[src/rtl/c17_bist_pkg.sv]
// c17_bist_pkg
// Shared types, widths, polynomial taps and next-state helpers for the
// c17 BIST controller.
//   bist_state_e : controller states (IDLE, RUN, DONE)
//   lfsr_next()  : one step of the 5-bit Fibonacci pattern generator
//   misr_next()  : one step of the 8-bit response compactor
package c17_bist_pkg;

  localparam int LFSR_W = 5;
  localparam int MISR_W = 8;

  // x^5 + x^2 + 1: feedback from bits 4 and 2
  localparam logic [LFSR_W-1:0] LFSR_TAPS = 5'b10100;
  // x^8 + x^6 + x^5 + x^4 + 1: feedback from bits 7, 5, 4 and 3
  localparam logic [MISR_W-1:0] MISR_TAPS = 8'b1011_1000;

  typedef enum logic [1:0] {
    ST_IDLE = 2'd0,
    ST_RUN  = 2'd1,
    ST_DONE = 2'd2
  } bist_state_e;

  function automatic logic [LFSR_W-1:0] lfsr_next(input logic [LFSR_W-1:0] q);
    return {q[LFSR_W-2:0], ^(q & LFSR_TAPS)};
  endfunction

  // resp = {N22, N23}; N23 lands in bit 0
  function automatic logic [MISR_W-1:0] misr_next(input logic [MISR_W-1:0] m,
                                                  input logic [1:0]        resp);
    return {m[MISR_W-2:0], ^(m & MISR_TAPS)} ^ {{(MISR_W-2){1'b0}}, resp};
  endfunction

endpackage

[src/rtl/c17_bist_ctrl_if.sv]
// c17_bist_ctrl_if
// Handshake between the test-access logic (master) and the BIST
// controller (slave).
//   bist_start : one-cycle run request          (master -> slave)
//   bist_abort : cancel the current run         (master -> slave)
//   bist_busy  : run in progress                (slave -> master)
//   bist_done  : run finished, result valid     (slave -> master)
//   bist_pass  : signature matched golden value (slave -> master)
//   bist_sig   : live MISR contents             (slave -> master)
interface c17_bist_ctrl_if;
  import c17_bist_pkg::*;

  logic              bist_start;
  logic              bist_abort;
  logic              bist_busy;
  logic              bist_done;
  logic              bist_pass;
  logic [MISR_W-1:0] bist_sig;

  modport master (
    output bist_start, bist_abort,
    input  bist_busy, bist_done, bist_pass, bist_sig
  );

  modport slave (
    input  bist_start, bist_abort,
    output bist_busy, bist_done, bist_pass, bist_sig
  );
endinterface

[src/rtl/c17_bist_ctrl_core.sv]
// c17
// ISCAS-85 c17 benchmark: six NAND2 gates, purely combinational.
//   N1, N2, N3, N6, N7 : primary inputs
//   N22, N23           : primary outputs
module c17 (
  input  logic N1,
  input  logic N2,
  input  logic N3,
  input  logic N6,
  input  logic N7,
  output logic N22,
  output logic N23
);
  logic n10, n11, n16, n19;

  assign n10 = ~(N1 & N3);
  assign n11 = ~(N3 & N6);
  assign n16 = ~(N2 & n11);
  assign n19 = ~(n11 & N7);
  assign N22 = ~(n10 & n16);
  assign N23 = ~(n16 & n19);
endmodule

[src/rtl/c17_bist_ctrl.sv]
// c17_bist_ctrl
// Built-in self-test wrapper around the c17 core. In functional mode the
// five primary inputs pass straight to the core; during a run the core is
// driven by a 5-bit LFSR and its two outputs are compacted into an 8-bit
// MISR. Pass/fail is registered on the last pattern.
//   CK, RST            : clock, asynchronous active-high reset
//   bif (slave)        : start/abort in; busy/done/pass/signature out
//   N1, N2, N3, N6, N7 : functional core inputs
//   N22, N23           : core outputs (always live)
//
// state   | meaning
// --------+---------------------------------------------------------
// ST_IDLE | functional mode, waiting for bist_start
// ST_RUN  | LFSR drives the core, MISR compacts, count advances
// ST_DONE | result held (done/pass/sig), functional mode, restartable
module c17_bist_ctrl
  import c17_bist_pkg::*;
#(
  parameter int                NUM_PATTERNS = 31,
  parameter logic [LFSR_W-1:0] SEED         = 5'b00001,
  parameter logic [MISR_W-1:0] GOLDEN_SIG   = 8'h00
) (
  input  logic                  CK,
  input  logic                  RST,
  c17_bist_ctrl_if.slave        bif,
  input  logic                  N1,
  input  logic                  N2,
  input  logic                  N3,
  input  logic                  N6,
  input  logic                  N7,
  output logic                  N22,
  output logic                  N23
);

  localparam int               CNT_W    = $clog2(NUM_PATTERNS + 1);
  localparam logic [CNT_W-1:0] LAST_CNT = CNT_W'(NUM_PATTERNS - 1);

  bist_state_e       state_q, state_d;
  logic [LFSR_W-1:0] lfsr_q;
  logic [MISR_W-1:0] misr_q;
  logic [MISR_W-1:0] misr_nxt;
  logic [CNT_W-1:0]  cnt_q;
  logic              pass_q;

  logic              run_load;
  logic              run_step;
  logic              run_end;
  logic              run_kill;

  logic [LFSR_W-1:0] core_in;
  logic              core_n22;
  logic              core_n23;

  // Core input mux: pattern generator owns the core only while running
  assign core_in = (state_q == ST_RUN) ? lfsr_q : {N1, N2, N3, N6, N7};

  c17 u_core (
    .N1  (core_in[4]),
    .N2  (core_in[3]),
    .N3  (core_in[2]),
    .N6  (core_in[1]),
    .N7  (core_in[0]),
    .N22 (core_n22),
    .N23 (core_n23)
  );

  assign N22 = core_n22;
  assign N23 = core_n23;

  // Zero-latency capture: the response to the current pattern is folded in
  // on the same edge the LFSR advances.
  assign misr_nxt = misr_next(misr_q, {core_n22, core_n23});

  always_ff @(posedge CK or posedge RST) begin
    if (RST) state_q <= ST_IDLE;
    else     state_q <= state_d;
  end

  always_comb begin
    state_d  = state_q;
    run_load = 1'b0;
    run_step = 1'b0;
    run_end  = 1'b0;
    run_kill = 1'b0;
    unique case (state_q)
      ST_IDLE: begin
        if (bif.bist_start) begin
          state_d  = ST_RUN;
          run_load = 1'b1;
        end
      end
      ST_RUN: begin
        // abort outranks both a stray start and the end of the run
        if (bif.bist_abort) begin
          state_d  = ST_IDLE;
          run_kill = 1'b1;
        end else begin
          run_step = 1'b1;
          if (cnt_q == LAST_CNT) begin
            state_d = ST_DONE;
            run_end = 1'b1;
          end
        end
      end
      ST_DONE: begin
        if (bif.bist_start) begin
          state_d  = ST_RUN;
          run_load = 1'b1;
        end
      end
      default: state_d = ST_IDLE;
    endcase
  end

  // An aborted run leaves the partial signature visible until the next start
  always_ff @(posedge CK or posedge RST) begin
    if (RST) begin
      lfsr_q <= SEED;
      misr_q <= '0;
      cnt_q  <= '0;
      pass_q <= 1'b0;
    end else if (run_load) begin
      lfsr_q <= SEED;
      misr_q <= '0;
      cnt_q  <= '0;
      pass_q <= 1'b0;
    end else if (run_step) begin
      lfsr_q <= lfsr_next(lfsr_q);
      misr_q <= misr_nxt;
      cnt_q  <= cnt_q + 1'b1;
      if (run_end) pass_q <= (misr_nxt == GOLDEN_SIG);
    end else if (run_kill) begin
      pass_q <= 1'b0;
    end
  end

  assign bif.bist_busy = (state_q == ST_RUN);
  assign bif.bist_done = (state_q == ST_DONE);
  assign bif.bist_pass = pass_q;
  assign bif.bist_sig  = misr_q;

endmodule

[src/flat_wrapper.sv]
// flat-port wrapper written by rule: the top's interface ports become plain ports
module c17_bist_ctrl_flat import c17_bist_pkg::*;
#(
  parameter int                NUM_PATTERNS = 31,
  parameter logic [LFSR_W-1:0] SEED         = 5'b00001,
  parameter logic [MISR_W-1:0] GOLDEN_SIG   = 8'h00
)
  (CK, RST, N1, N2, N3, N6, N7, N22, N23, bif_bist_start, bif_bist_abort, bif_bist_busy, bif_bist_done, bif_bist_pass, bif_bist_sig);
  c17_bist_ctrl_if bif_i ();
  input  logic CK;
  input  logic RST;
  input  logic N1;
  input  logic N2;
  input  logic N3;
  input  logic N6;
  input  logic N7;
  output logic N22;
  output logic N23;
  input wire logic [$bits(bif_i.bist_start)-1:0] bif_bist_start;
  input wire logic [$bits(bif_i.bist_abort)-1:0] bif_bist_abort;
  output wire logic [$bits(bif_i.bist_busy)-1:0] bif_bist_busy;
  output wire logic [$bits(bif_i.bist_done)-1:0] bif_bist_done;
  output wire logic [$bits(bif_i.bist_pass)-1:0] bif_bist_pass;
  output wire logic [$bits(bif_i.bist_sig)-1:0] bif_bist_sig;
  assign bif_i.bist_start = bif_bist_start;
  assign bif_i.bist_abort = bif_bist_abort;
  assign bif_bist_busy = bif_i.bist_busy;
  assign bif_bist_done = bif_i.bist_done;
  assign bif_bist_pass = bif_i.bist_pass;
  assign bif_bist_sig = bif_i.bist_sig;
  c17_bist_ctrl #(.NUM_PATTERNS(NUM_PATTERNS), .SEED(SEED), .GOLDEN_SIG(GOLDEN_SIG)) u_core (.CK(CK), .RST(RST), .bif(bif_i), .N1(N1), .N2(N2), .N3(N3), .N6(N6), .N7(N7), .N22(N22), .N23(N23));
endmodule
[config.mk]
export PLATFORM = sky130hd
export DESIGN_NAME = c17_bist_ctrl_flat
export DESIGN_NICKNAME = d
export VERILOG_FILES = /design/src/rtl/c17_bist_pkg.sv /design/src/rtl/c17_bist_ctrl_if.sv /design/src/rtl/c17_bist_ctrl_core.sv /design/src/rtl/c17_bist_ctrl.sv /design/src/flat_wrapper.sv
export SDC_FILE = /design/constraint.sdc
export NUM_CORES = 1
export LEC_CHECK = 0
export CAP_MARGIN = 20
export CORE_ASPECT_RATIO = 1.5
export CORE_UTILIZATION = 50
export CTS_CLUSTER_DIAMETER = 100
export CTS_CLUSTER_SIZE = 14
export DETAILED_ROUTE_END_ITERATION = 8
export GPL_TIMING_DRIVEN = 0
export PLACE_DENSITY = 0.78
export RECOVER_POWER = 50
export SLEW_MARGIN = 15
export SYNTH_ARGS = -nofsm -noshare
export SYNTH_HDL_FRONTEND = slang
export SYNTH_SLANG_ARGS = --single-unit
[constraint.sdc]
create_clock -name CK -period 3.96 [get_ports CK]
set_clock_uncertainty 0.15 [all_clocks]
set_input_delay 0.792 -clock CK [delete_from_list [all_inputs] [get_ports CK]]
set_output_delay 0.792 -clock CK [all_outputs]
set_load 0.01 [all_outputs]
==> results.md <==
* Outcome: finished clean
* Buffers on Ports at 21
* Initial Util at a little over half
* Worst setup startpoint: N3
* Post-CTS Resized at 0
* Max VDD drop at 0.321 mV
* R2R setup slack at between 2000 and 2500 ps
* Area contributors post-synth: dfrtp_1 (45%), nand2_1 (7.7%), nand3_1 (6.7%)
* Syn nets at 126
* RSZ-0062 raised after global routing: no
* WP buf/inv at 2
* Setup TNS at 0 ps
* Met1 Use GR at 28.5%
* Most used DFF post-synth: dfrtp_1
* Mux share of post-synthesis cell area at under 10%
* Sw Share at between 30% and 40%
* Drt drc at 0
* DPL Wire Length at ~1700 um
* Multi-input logic area at 533 um2
* Endpoints failing setup at 0
* Clock transition at the registers of the reported paths at 110 ps
* Cell accounting for the most synthesized area: dfrtp_1
* Total power per unit cell area at between 400 and 500 nW/um2
* CP cell instances: dlygate4sd3_1 > nand2_1 > mux2i_4 > o211ai_2 > clkdlybuf4s50_1
* Main combinational cell family by area after synthesis: simple AND/OR/NAND/NOR gates
* Post CTS Setup Buffer Count at 0
* Vias in the first global route at between 800 and 900
* Fin nets at about 150
* WP data required at between 3000 and 4000 ps
* HP Start: u_core.lfsr_q[1]
* Clock sink total at 21
* Slew Viols, Final at 0
* Avg Inst Size Synth at just under 10 um2
* Synth Warn # at 0
* Post-synthesis sequential area ratio at 47.2%
* Clk_lat worst skew at 300 ps
* Count of routing violations after the opening detailed-route iteration at 38
* Reg2Reg Depth at 6
* Antenna cells at 0
* Clk network pwr share at between 10% and 20%
* Reg2reg start: u_core.state_q[1]
* CTS tree: yes
* Root Driver: clkbuf_4
* Clk buf depth at 2
* Most Crowded Layer GR: met2
* Post-Layout Cell Count at approximately 160
* Post-synthesis cell area at 1120 um2
* Placed insts at approximately 160
* Routing usage on met3 at 2.23%
* Hold Violations, Final at 0
* Number of fillers in the final layout at approximately 190
* Simple-gate share of the synthesized area at around 28%
* GR Layer Usage met2 at a little under two fifths
* Net Sw Power at 0.192 mW
* Reg area at between 500 and 600 um2
* CTS buffer count at 3
* Die W at slightly above 40 um
* Die Ht at between 50 and 60 um
* Worst Tran Pin Value at roughly 760 ps
* Max-cap viol count at 0
* WP depth at 5
* Drt pass-1 iters at 4
* Synth Register Bits at 21
* Largest net degree at the start of global routing at 22
* Routed wire length at 2280 um
* Critical path arrival at 2340 ps
* P_leak at 0.642 nW
* Dpl ws at 787 ps
* Xor and xnor fraction of the mapped netlist area at 6.28%
* Gp weighted congestion at approximately 0.77
* CORE AREA at between 2000 and 2500 um2
* Post-CTS Hold Buffers at 0
* CP Capture Type: output port
* Combinational power share at about 33%
* CP Launch Type: primary input
* Post-Synth Adder-Cell Area at roughly 2.2%
* Layout cells sized above 1 at ~11%
* WHS Path Cells at 2
* Compound-Gate Fraction of Synth Area at 8.97%
* Total congestion overflow at 0
* FF-to-FF End: u_core.bif.bist_sig[5]
* Total internal power at 0.387 mW
* Area grow syn2layout at 23.0%
* Asr flop ratio synth at 100%
* EDFF count, synth at 0
* Worst min-delay path category: flip-flop to flip-flop
* Global-route wire length before repair at 3690 um
* Boundary Pins at 22
* # H-tree levels at 1
* Crit share post-route at between 80% and 90%
* Flop pwr share at 49.5%
* Final setup margin at around 680 ps
* CP max stage delay at 560 ps
* Cell family with most CP delay: buffers and inverters
* Yosys cell types at 36
* Final min period at 3280 ps
* Synthesized netlist cell count at around 120
* Crit Path Category: primary input to output port
* # rows at 20
* Slew headroom at 49.0%
* Fmax at 305 MHz
* Critical path peak fanout at 4
* Via density at 5.77
* Die area at approximately 2400 um2
* Total global-route track usage at between 20 and 25%
* Antenna violations before repair at 0
* Share of the synthesized area in the top cell type at around 45%
* Routed wire per std cell at between 10 and 15 um
* DR vias at roughly 940
* Slowest CP cell: clkdlybuf4s50_1
* Antenna viol nets, final at 0
* Hold EP: u_core.lfsr_q[2]
-- logic make-up (layout without fill, tap and decap cells) --
kind of cell               Yosys count  in the layout
AOI/OAI and AO/OA                   14             14
xor gates and xnor gates             8              8
adders and majority gates            2              2
buffers and inverters               10             35
DFF                                 21             21
muxes                                2              2
and+or+nand+nor                     58             58
-- worst min-delay path, stage by stage (launching register included) --
cell,delay [ps]
dfrtp_1,390
nand2_1,60
nand2_1,50
-- how the worst max path moves through the flow --
stage          end  slack, ps
2_1_floorplan  N23       1720
3_3_place_gp   N22        800
3_5_place_dp   N22        790
4_1_cts        N22        780
5_1_grt        N23        600
6_report       N22        680
-- routing by layer --
metal	wire length (um)	part of all wire, %
met2	1170	51
met4	31	1.4
met1	978	43
met3	99	4.4
met5	0	0
-- power by group through the flow --
| stage | Combinational [mW] | Clock [mW] | Sequential, mW |
|---|---|---|---|
| finish | 0.192 | 0.101 | 0.286 |
| CTS | 0.196 | 0.102 | 0.286 |
| floorplan | 0.117 | 0 | 0.290 |
| global placement | 0.191 | 0 | 0.288 |
| detailed placement | 0.194 | 0 | 0.290 |
| global route | 0.213 | 0.109 | 0.291 |
-- synthesized netlist by cell type (2+ instances only) --
master and number:
ha_1 2, inv_1 3, nand2b_1 3, o21ai_1 4, xor2_1 4, nor3_2 3
buf_2 3, clkbuf_1 2, dfrtp_1 20, nand4_1 2, nand2_1 23, nor3_1 2
nand3_1 15, nor2_1 4, xnor2_1 4
-- flip-flops by register name, indices dropped and copies added, names as in the netlist --
register,flops
u_core.lfsr_q,5
u_core.bif.bist_sig,8
u_core.bif.bist_pass,1
u_core.cnt_q,5
u_core.state_q,2
-- through the flow --
stage	utilization, %	power [mW]	hold WS (ps)	instance area (um2)
3_3_place_gp	65.2	0.479	331	1350
6_report	66.1	0.579	370	1370
2_1_floorplan	-	0.407	311	1120
4_1_cts	66.4	0.584	376	1380
3_5_place_dp	65.2	0.484	352	1350
5_1_grt	66.1	0.613	394	1370
-- cell type report --
class	count	area share, %
plain buffers	6	2.46
well taps	22	2.01
inverters	4	1.09
multi-input cells	84	38.8
clock buffers	4	1.91
flip-flops and latches	21	38.4
repair buffers	21	15.3
-- layout by cell type (no fill, tap or decap), types with 4 or more instances in the layout --
cell / count
nand2_1: 23
clkdlybuf4s50_1: 18
xnor2_1: 4
o21ai_1: 4
nand3_1: 15
nor2_1: 5
xor2_1: 4
dfrtp_1: 20
No activity file was read; power rests on OpenSTA's default activity.
